===== src/rtl/mb8_arbiter_pkg.sv =====
// Shared types and defaults for the mb8 byte-memory arbiter.
// Latency: n/a (types and constants only).
// Backpressure: n/a.
package mb8_arbiter_pkg;

    // Bus ownership state.
    typedef enum logic [1:0] {
        IDLE = 2'd0,
        CORE = 2'd1,
        HOST = 2'd2
    } arb_st_t;

    // Previous owner. Used to break a tie when both ports request from IDLE.
    typedef enum logic {
        LAST_C = 1'b0,
        LAST_H = 1'b1
    } arb_last_t;

    localparam int ARB_BURST_DEF = 8;
    localparam int ARB_ASZ_DEF   = 17;

endpackage


===== src/rtl/mb8_arbiter_if.sv =====
// mb8 bus bundle: core and host request ports, shared read return, memory port.
// Latency: n/a (wiring only).
// Backpressure: a requester holds req/we/addr/wd until it sees its gnt.
// Modports: slave  = the arbiter's view (requests and m_rd in; grants, rvld, rd and m_* out).
//           master = the requester/memory side's view (the mirror image).
interface mb8_arbiter_if #(
    parameter int ASZ = 17
) ();
    logic           c_req;
    logic           c_we;
    logic [ASZ-1:0] c_addr;
    logic [7:0]     c_wd;
    logic           c_gnt;
    logic           c_rvld;

    logic           h_req;
    logic           h_we;
    logic [ASZ-1:0] h_addr;
    logic [7:0]     h_wd;
    logic           h_gnt;
    logic           h_rvld;

    logic [7:0]     rd;

    logic           m_en;
    logic           m_we;
    logic [ASZ-1:0] m_addr;
    logic [7:0]     m_wd;
    logic [7:0]     m_rd;

    modport slave (
        input  c_req, c_we, c_addr, c_wd,
        output c_gnt, c_rvld,
        input  h_req, h_we, h_addr, h_wd,
        output h_gnt, h_rvld,
        output rd,
        output m_en, m_we, m_addr, m_wd,
        input  m_rd
    );

    modport master (
        output c_req, c_we, c_addr, c_wd,
        input  c_gnt, c_rvld,
        output h_req, h_we, h_addr, h_wd,
        input  h_gnt, h_rvld,
        input  rd,
        input  m_en, m_we, m_addr, m_wd,
        output m_rd
    );
endinterface


===== src/rtl/mb8_arb_fsm.sv =====
// Ownership sequencer: decides who owns the mb8 bus next (owner, last owner, burst count).
// Latency: ownership changes on the clock edge; IDLE->owner costs one cycle, owner->owner none.
// Backpressure: an owner is pre-empted after BURST consecutive cycles while the other port waits.
// Ports: clk, rst (async active-high); c_req_i/h_req_i request levels; owner_o current owner.
module mb8_arb_fsm
    import mb8_arbiter_pkg::*;
#(
    parameter int BURST = ARB_BURST_DEF
) (
    input  logic    clk,
    input  logic    rst,
    input  logic    c_req_i,
    input  logic    h_req_i,
    output arb_st_t owner_o
);

    localparam logic [7:0] BMAX = 8'(BURST - 1);

    arb_st_t    owner_q, owner_d;
    arb_last_t  last_q,  last_d;
    logic [7:0] bcnt_q,  bcnt_d;

    // Owner-relative view so CORE and HOST share one set of rules.
    logic       own_req;
    logic       oth_req;
    arb_st_t    oth_st;
    arb_last_t  own_last;

    always_ff @(posedge clk or posedge rst) begin
        if (rst) begin
            owner_q <= IDLE;
            last_q  <= LAST_C;
            bcnt_q  <= '0;
        end else begin
            owner_q <= owner_d;
            last_q  <= last_d;
            bcnt_q  <= bcnt_d;
        end
    end

    always_comb begin
        owner_d  = owner_q;
        last_d   = last_q;
        bcnt_d   = bcnt_q;
        own_req  = 1'b0;
        oth_req  = 1'b0;
        oth_st   = IDLE;
        own_last = LAST_C;

        case (owner_q)
            CORE: begin
                own_req  = c_req_i;
                oth_req  = h_req_i;
                oth_st   = HOST;
                own_last = LAST_C;
            end
            HOST: begin
                own_req  = h_req_i;
                oth_req  = c_req_i;
                oth_st   = CORE;
                own_last = LAST_H;
            end
            default: ;
        endcase

        if (owner_q == IDLE) begin
            bcnt_d = '0;
            if (c_req_i && h_req_i) begin
                owner_d = (last_q == LAST_C) ? HOST : CORE;
            end else if (c_req_i) begin
                owner_d = CORE;
            end else if (h_req_i) begin
                owner_d = HOST;
            end
        end else if (!own_req) begin
            // Owner released the bus: hand straight over, or fall idle.
            // An illegal state encoding lands here too and recovers to IDLE.
            owner_d = oth_req ? oth_st : IDLE;
            bcnt_d  = '0;
            last_d  = own_last;
        end else if (oth_req && (bcnt_q == BMAX)) begin
            // Burst exhausted with the other port waiting: pre-empt.
            owner_d = oth_st;
            bcnt_d  = '0;
            last_d  = own_last;
        end else if (bcnt_q != BMAX) begin
            // Saturating count, so a lone owner is pre-empted on the first
            // cycle the other port shows up once it has held the bus long enough.
            bcnt_d = bcnt_q + 8'd1;
        end
    end

    assign owner_o = owner_q;

endmodule


===== src/rtl/mb8_arbiter.sv =====
// Two-port (core/host) arbiter for the shared 8-bit mb8 memory port; routes read-valid to the issuer.
// Latency: grant is combinational on owner+req; rvld arrives one cycle after a granted read.
// Backpressure: a requester without gnt must hold its request; a dropped request is a no-op.
// Ports: clk, rst (async active-high); bus (mb8_arbiter_if.slave) carries all handshake and
// memory signals. With MB8_ARB_STATS_EN defined, c_cnt/h_cnt (granted cycles per port) and
// stall_cnt (cycles with a request waiting) are added; they wrap at 2^32.
module mb8_arbiter
    import mb8_arbiter_pkg::*;
#(
    parameter int ASZ   = ARB_ASZ_DEF,
    parameter int BURST = ARB_BURST_DEF
) (
    input  logic        clk,
    input  logic        rst,
    mb8_arbiter_if.slave bus
`ifdef MB8_ARB_STATS_EN
    ,
    output logic [31:0] c_cnt,
    output logic [31:0] h_cnt,
    output logic [31:0] stall_cnt
`endif
);

    arb_st_t        owner;
    logic           c_gnt;
    logic           h_gnt;
    logic           c_rvld_q;
    logic           h_rvld_q;
    logic           m_we;
    logic [ASZ-1:0] m_addr;
    logic [7:0]     m_wd;

    mb8_arb_fsm #(
        .BURST (BURST)
    ) u_fsm (
        .clk     (clk),
        .rst     (rst),
        .c_req_i (bus.c_req),
        .h_req_i (bus.h_req),
        .owner_o (owner)
    );

    assign c_gnt = (owner == CORE) && bus.c_req;
    assign h_gnt = (owner == HOST) && bus.h_req;

    // At most one grant is ever active; idle cycles drive zeros to memory.
    always_comb begin
        m_we   = 1'b0;
        m_addr = '0;
        m_wd   = '0;
        if (c_gnt) begin
            m_we   = bus.c_we;
            m_addr = bus.c_addr;
            m_wd   = bus.c_wd;
        end else if (h_gnt) begin
            m_we   = bus.h_we;
            m_addr = bus.h_addr;
            m_wd   = bus.h_wd;
        end
    end

    // Read-valid is tagged by the port that issued the read, so data stays
    // with its issuer even if ownership moved on at the same edge.
    always_ff @(posedge clk or posedge rst) begin
        if (rst) begin
            c_rvld_q <= 1'b0;
            h_rvld_q <= 1'b0;
        end else begin
            c_rvld_q <= c_gnt && !bus.c_we;
            h_rvld_q <= h_gnt && !bus.h_we;
        end
    end

    assign bus.c_gnt  = c_gnt;
    assign bus.h_gnt  = h_gnt;
    assign bus.c_rvld = c_rvld_q;
    assign bus.h_rvld = h_rvld_q;
    assign bus.rd     = bus.m_rd;
    assign bus.m_en   = c_gnt || h_gnt;
    assign bus.m_we   = m_we;
    assign bus.m_addr = m_addr;
    assign bus.m_wd   = m_wd;

`ifdef MB8_ARB_STATS_EN
    logic [31:0] c_cnt_q;
    logic [31:0] h_cnt_q;
    logic [31:0] stall_cnt_q;

    always_ff @(posedge clk or posedge rst) begin
        if (rst) begin
            c_cnt_q     <= '0;
            h_cnt_q     <= '0;
            stall_cnt_q <= '0;
        end else begin
            if (c_gnt) c_cnt_q <= c_cnt_q + 32'd1;
            if (h_gnt) h_cnt_q <= h_cnt_q + 32'd1;
            // One count per cycle in which any request is left waiting.
            if ((bus.c_req && !c_gnt) || (bus.h_req && !h_gnt)) begin
                stall_cnt_q <= stall_cnt_q + 32'd1;
            end
        end
    end

    assign c_cnt     = c_cnt_q;
    assign h_cnt     = h_cnt_q;
    assign stall_cnt = stall_cnt_q;
`endif

endmodule


===== src/flat_wrapper.sv =====
// flat-port wrapper written by rule: the top's interface ports become plain ports
module mb8_arbiter_flat import mb8_arbiter_pkg::*;
#(
    parameter int ASZ   = ARB_ASZ_DEF,
    parameter int BURST = ARB_BURST_DEF
)
  (clk, rst, bus_c_req, bus_c_we, bus_c_addr, bus_c_wd, bus_c_gnt, bus_c_rvld, bus_h_req, bus_h_we, bus_h_addr, bus_h_wd, bus_h_gnt, bus_h_rvld, bus_rd, bus_m_en, bus_m_we, bus_m_addr, bus_m_wd, bus_m_rd);
  mb8_arbiter_if #(.ASZ(ASZ)) bus_i ();
  input  logic clk;
  input  logic rst;
  input wire logic [$bits(bus_i.c_req)-1:0] bus_c_req;
  input wire logic [$bits(bus_i.c_we)-1:0] bus_c_we;
  input wire logic [$bits(bus_i.c_addr)-1:0] bus_c_addr;
  input wire logic [$bits(bus_i.c_wd)-1:0] bus_c_wd;
  output wire logic [$bits(bus_i.c_gnt)-1:0] bus_c_gnt;
  output wire logic [$bits(bus_i.c_rvld)-1:0] bus_c_rvld;
  input wire logic [$bits(bus_i.h_req)-1:0] bus_h_req;
  input wire logic [$bits(bus_i.h_we)-1:0] bus_h_we;
  input wire logic [$bits(bus_i.h_addr)-1:0] bus_h_addr;
  input wire logic [$bits(bus_i.h_wd)-1:0] bus_h_wd;
  output wire logic [$bits(bus_i.h_gnt)-1:0] bus_h_gnt;
  output wire logic [$bits(bus_i.h_rvld)-1:0] bus_h_rvld;
  output wire logic [$bits(bus_i.rd)-1:0] bus_rd;
  output wire logic [$bits(bus_i.m_en)-1:0] bus_m_en;
  output wire logic [$bits(bus_i.m_we)-1:0] bus_m_we;
  output wire logic [$bits(bus_i.m_addr)-1:0] bus_m_addr;
  output wire logic [$bits(bus_i.m_wd)-1:0] bus_m_wd;
  input wire logic [$bits(bus_i.m_rd)-1:0] bus_m_rd;
  assign bus_i.c_req = bus_c_req;
  assign bus_i.c_we = bus_c_we;
  assign bus_i.c_addr = bus_c_addr;
  assign bus_i.c_wd = bus_c_wd;
  assign bus_c_gnt = bus_i.c_gnt;
  assign bus_c_rvld = bus_i.c_rvld;
  assign bus_i.h_req = bus_h_req;
  assign bus_i.h_we = bus_h_we;
  assign bus_i.h_addr = bus_h_addr;
  assign bus_i.h_wd = bus_h_wd;
  assign bus_h_gnt = bus_i.h_gnt;
  assign bus_h_rvld = bus_i.h_rvld;
  assign bus_rd = bus_i.rd;
  assign bus_m_en = bus_i.m_en;
  assign bus_m_we = bus_i.m_we;
  assign bus_m_addr = bus_i.m_addr;
  assign bus_m_wd = bus_i.m_wd;
  assign bus_i.m_rd = bus_m_rd;
  mb8_arbiter #(.ASZ(ASZ), .BURST(BURST)) u_core (.clk(clk), .rst(rst), .bus(bus_i));
endmodule

===== config.mk =====
export PLATFORM = sky130hd
export DESIGN_NAME = mb8_arbiter_flat
export DESIGN_NICKNAME = d
export VERILOG_FILES = /design/src/rtl/mb8_arbiter_pkg.sv /design/src/rtl/mb8_arbiter_if.sv /design/src/rtl/mb8_arb_fsm.sv /design/src/rtl/mb8_arbiter.sv /design/src/flat_wrapper.sv
export SDC_FILE = /design/constraint.sdc
export NUM_CORES = 1
export LEC_CHECK = 0
export BUFFER_PORTS_ARGS = -buffer_cell sky130_fd_sc_hd__clkbuf_2
export CAP_MARGIN = 20
export CELL_PAD_IN_SITES_DETAIL_PLACEMENT = 1
export CELL_PAD_IN_SITES_GLOBAL_PLACEMENT = 1
export CORE_MARGIN = 2
export CORE_UTILIZATION = 24
export CTS_CLUSTER_SIZE = 8
export DETAILED_ROUTE_END_ITERATION = 10
export GPL_ROUTABILITY_DRIVEN = 0
export GPL_TIMING_DRIVEN = 1
export HOLD_SLACK_MARGIN = 0.08
export PLACE_DENSITY = 0.81
export SLEW_MARGIN = 20
export SYNTH_ARGS = -nofsm -noshare
export SYNTH_HDL_FRONTEND = slang
export SYNTH_SLANG_ARGS = --single-unit

===== constraint.sdc =====
create_clock -name clk -period 2 [get_ports clk]
set_input_delay 0.1 -clock clk [delete_from_list [all_inputs] [get_ports clk]]
set_output_delay 0.1 -clock clk [all_outputs]
set_load 0.01 [all_outputs]

==> impl_metrics.json <==
{
  "rr_startpoint": "u_core.u_fsm.owner_o[0]$_DFFE_PP0P_",
  "r2r.worst_path.cells": 6,
  "grt_start_max_net_pins": 29,
  "fin_cells": 257,
  "synth_seq_cells": 13,
  "worstHoldEndpoint": "bus_rd[5]",
  "min_path_type": "input pin to output pin",
  "min_period_ns": 1.92,
  "final_common_cell": "clkbuf_2",
  "path_clk_slew_ns": 0.06,
  "crit_type": "register to output pin",
  "slew_violations": 0,
  "ios": 103,
  "dp_cells": 249,
  "r2r_slack_ns": 0.24,
  "wl_per_cell_um": 14.6,
  "cts_buffer_depth": 2,
  "hp-start": "bus_m_rd[5]",
  "cp.arrival_ns": 1.82,
  "fmax_mhz": 521,
  "comb_power_share_pct": 61.0,
  "drt_iter0_markers": 31,
  "syn_to_final_growth_pct": 51.9,
  "drive_gt1_share_pct": 50.2,
  "yosys.cell_types.count": 31,
  "firstDrtPassIters": 4,
  "utilization_pct": 38.0,
  "synth_cells": 124,
  "required_ns": 1.90,
  "fillers": 519,
  "p_sw_mw": 0.610,
  "finClkSkew_ns": 0.00124,
  "hold_slack_ns": 0.200,
  "first_global_vias": 1223,
  "fp.dieW_um": 71.4,
  "worstSetupEndpointType": "output pin",
  "insertion_delay_ns": 0.24,
  "dp_hpwl_um": 2980,
  "routed_wl_um": 3760,
  "clockRootBuffer": "clkbuf_8",
  "synth_fp_nets": 193,
  "relSlewSlack_pct": 65.6,
  "overflow": 0,
  "syn_area_sq_mm": 0.00109,
  "avgSynthCellArea_sq_um": 8.79,
  "pwr-share-clk_pct": 16.0,
  "initial_utilization_pct": 25.0,
  "io_buffers": 86,
  "dpl_cell_area_sq_mm": 0.00153,
  "power.density_mw_per_mm2": 891,
  "total_power_mw": 1.47,
  "grt_usage_pct": 14.2,
  "antenna_found_initial": 0,
  "clkSinkCount": 13,
  "startpoint": "u_core.u_fsm.owner_o[1]$_DFFE_PP0P_",
  "via_per_inst": 4.88,
  "die_h_um": 71.4,
  "fin_area_sq_mm": 0.00166,
  "diodes": 0,
  "fin_nets": 275,
  "vias": 1254,
  "status": "complete, no violations",
  "postCtsSetupRepairBufs": 0,
  "cts_buffers": 3,
  "max-cap-violations": 0,
  "hold_violations": 0,
  "htree_num_levels": 1,
  "finalWorstSetupSlack_ns": 0.0813,
  "p_leak_nw": 0.862,
  "most-common-layout-cells": "clkbuf_2 (86), a22o_1 (27), dfrtp_1 (12)",
  "drcViolationCount": 0,
  "seqPwrFrac_pct": 22.9,
  "dieArea_sq_mm": 0.00510,
  "vdd_drop_max_v": 0.000350,
  "drtAntennaViolNets": 0,
  "startpoint_type": "register",
  "worst-path-max-fanout": 13,
  "place_ws_ns": 0.0794,
  "row_count": 24,
  "switching_share_pct": 41.4,
  "cts_tree": "yes",
  "period_share_pct": 95.9,
  "setup_viol_count_final": 0,
  "core_region_area_sq_mm": 0.00435,
  "seq_area_frac_synth_pct": 29.9,
  "r2r_end": "u_core.u_fsm.owner_o[0]$_DFFE_PP0P_",
  "fin_setup_tns_ns": 0,
  "yosysWarningCount": 0,
  "hold_depth": 0,
  "grt_first_pass_wirelength_um": 5710,
  "power.internal_mw": 0.865,
  "tightest_slew_ns": 0.515
}
synthesized netlist by cell type:
| library cell | count | area share, % |
|---|---|---|
| nor2_1 | 11 | 3.8 |
| a21oi_1 | 4 | 1.8 |
| a32o_1 | 1 | 0.92 |
| nand2_1 | 6 | 2.1 |
| nand3_1 | 3 | 1.4 |
| nor4_4 | 1 | 2.0 |
| xor2_1 | 3 | 2.4 |
| nand3b_1 | 1 | 0.69 |
| dfrtp_1 | 13 | 30 |
| or4_4 | 1 | 1.0 |
| inv_1 | 7 | 2.4 |
| nor3_2 | 1 | 0.92 |
| mux2_1 | 1 | 1.0 |
| buf_4 | 9 | 6.2 |
| buf_2 | 1 | 0.46 |
| and2_1 | 1 | 0.57 |
| clkbuf_1 | 6 | 2.1 |
| nand2b_1 | 2 | 1.1 |
| o211ai_1 | 2 | 1.4 |
| a22oi_1 | 1 | 0.69 |
| or2_1 | 1 | 0.57 |
| o21bai_1 | 1 | 0.69 |
| a211oi_1 | 1 | 0.69 |
| a22o_1 | 27 | 22 |
| or3_1 | 1 | 0.57 |
| o21ai_0 | 4 | 1.8 |
| nor3_1 | 4 | 1.8 |
| a31oi_1 | 1 | 0.57 |
| nor2b_1 | 1 | 0.57 |
| xnor2_1 | 3 | 2.4 |
| ha_1 | 5 | 5.7 |
kinds of logic after synthesis:
group	after synthesis	share of synthesized area (%)
compound gates	42	30.3
xor+xnor	6	4.82
fa+ha+maj	5	5.74
buf+inv	23	11.1
flops	13	29.9
mux	1	1.03
simple gates	34	17.1
registers in the layout, indices dropped and copies added (netlist names):
| register | count |
|---|---|
| u_core.u_fsm.owner_o | 2 |
| u_core.bus.h_rvld | 1 |
| u_core.u_fsm.last_q | 1 |
| u_core.u_fsm.bcnt_q | 8 |
| u_core.bus.c_rvld | 1 |
layout make-up:
| cell class | instances | area [sq um] | share of cell area, % |
|---|---|---|---|
| Timing Repair Buffer | 93 | 528 | 31.9 |
| Clock inverter | 1 | 5.00 | 0.302 |
| Inverter | 7 | 26.3 | 1.59 |
| Clock buffer | 3 | 41.3 | 2.49 |
| Multi-Input combinational cell | 88 | 663 | 40.1 |
| Sequential cell | 13 | 327 | 19.7 |
| Tap cell | 52 | 65.1 | 3.93 |
power groups by stage:
stage / registers, mW / logic (mW) / clock network, mW
final: 0.338 / 0.900 / 0.237
after global routing: 0.342 / 0.991 / 0.260
after CTS: 0.333 / 0.848 / 0.243
after detailed placement: 0.337 / 0.841 / 0
after global placement: 0.334 / 0.827 / 0
after floorplan: 0.330 / 0.543 / 0
repair_timing:
action,in CTS,in global routing
hold endpoints to repair,15,0
endpoints found under the setup margin,0,29
hold buffers,3,0
resized for setup,0,9
layer usage:
| layer | wire [um] | vias up | GRT usage [%] | share of wire (%) |
|---|---|---|---|---|
| li1 | - | 605 | - | - |
| met2 | 1940 | 63 | 25.4 | 52 |
| met4 | 97 | 0 | 5.66 | 2.6 |
| met3 | 307 | 6 | 5.06 | 8.2 |
| met1 | 1410 | 580 | 15.0 | 38 |
| met5 | 0 | - | 0 | 0 |
critical path, cell delays in order (launching register included):
cell and delay (ns):
dfrtp_2 0.44, inv_1 0.10, ha_2 0.22, and2_1 0.25, nor2_4 0.08, clkbuf_16 0.17
a22o_1 0.19, clkbuf_2 0.12
worst max-delay path by stage:
| stage | end | slack (ns) |
|---|---|---|
| finish | bus_m_wd[2] | 0.08 |
| global route | bus_m_wd[2] | -0.02 |
| CTS | bus_m_addr[15] | 0.02 |
| detailed placement | u_core.u_fsm.owner_o[0]$_DFFE_PP0P_ | 0.08 |
| global placement | u_core.u_fsm.owner_o[0]$_DFFE_PP0P_ | 0.15 |
| floorplan | bus_m_addr[12] | 0.22 |
(Power assumes the default switching activity.)
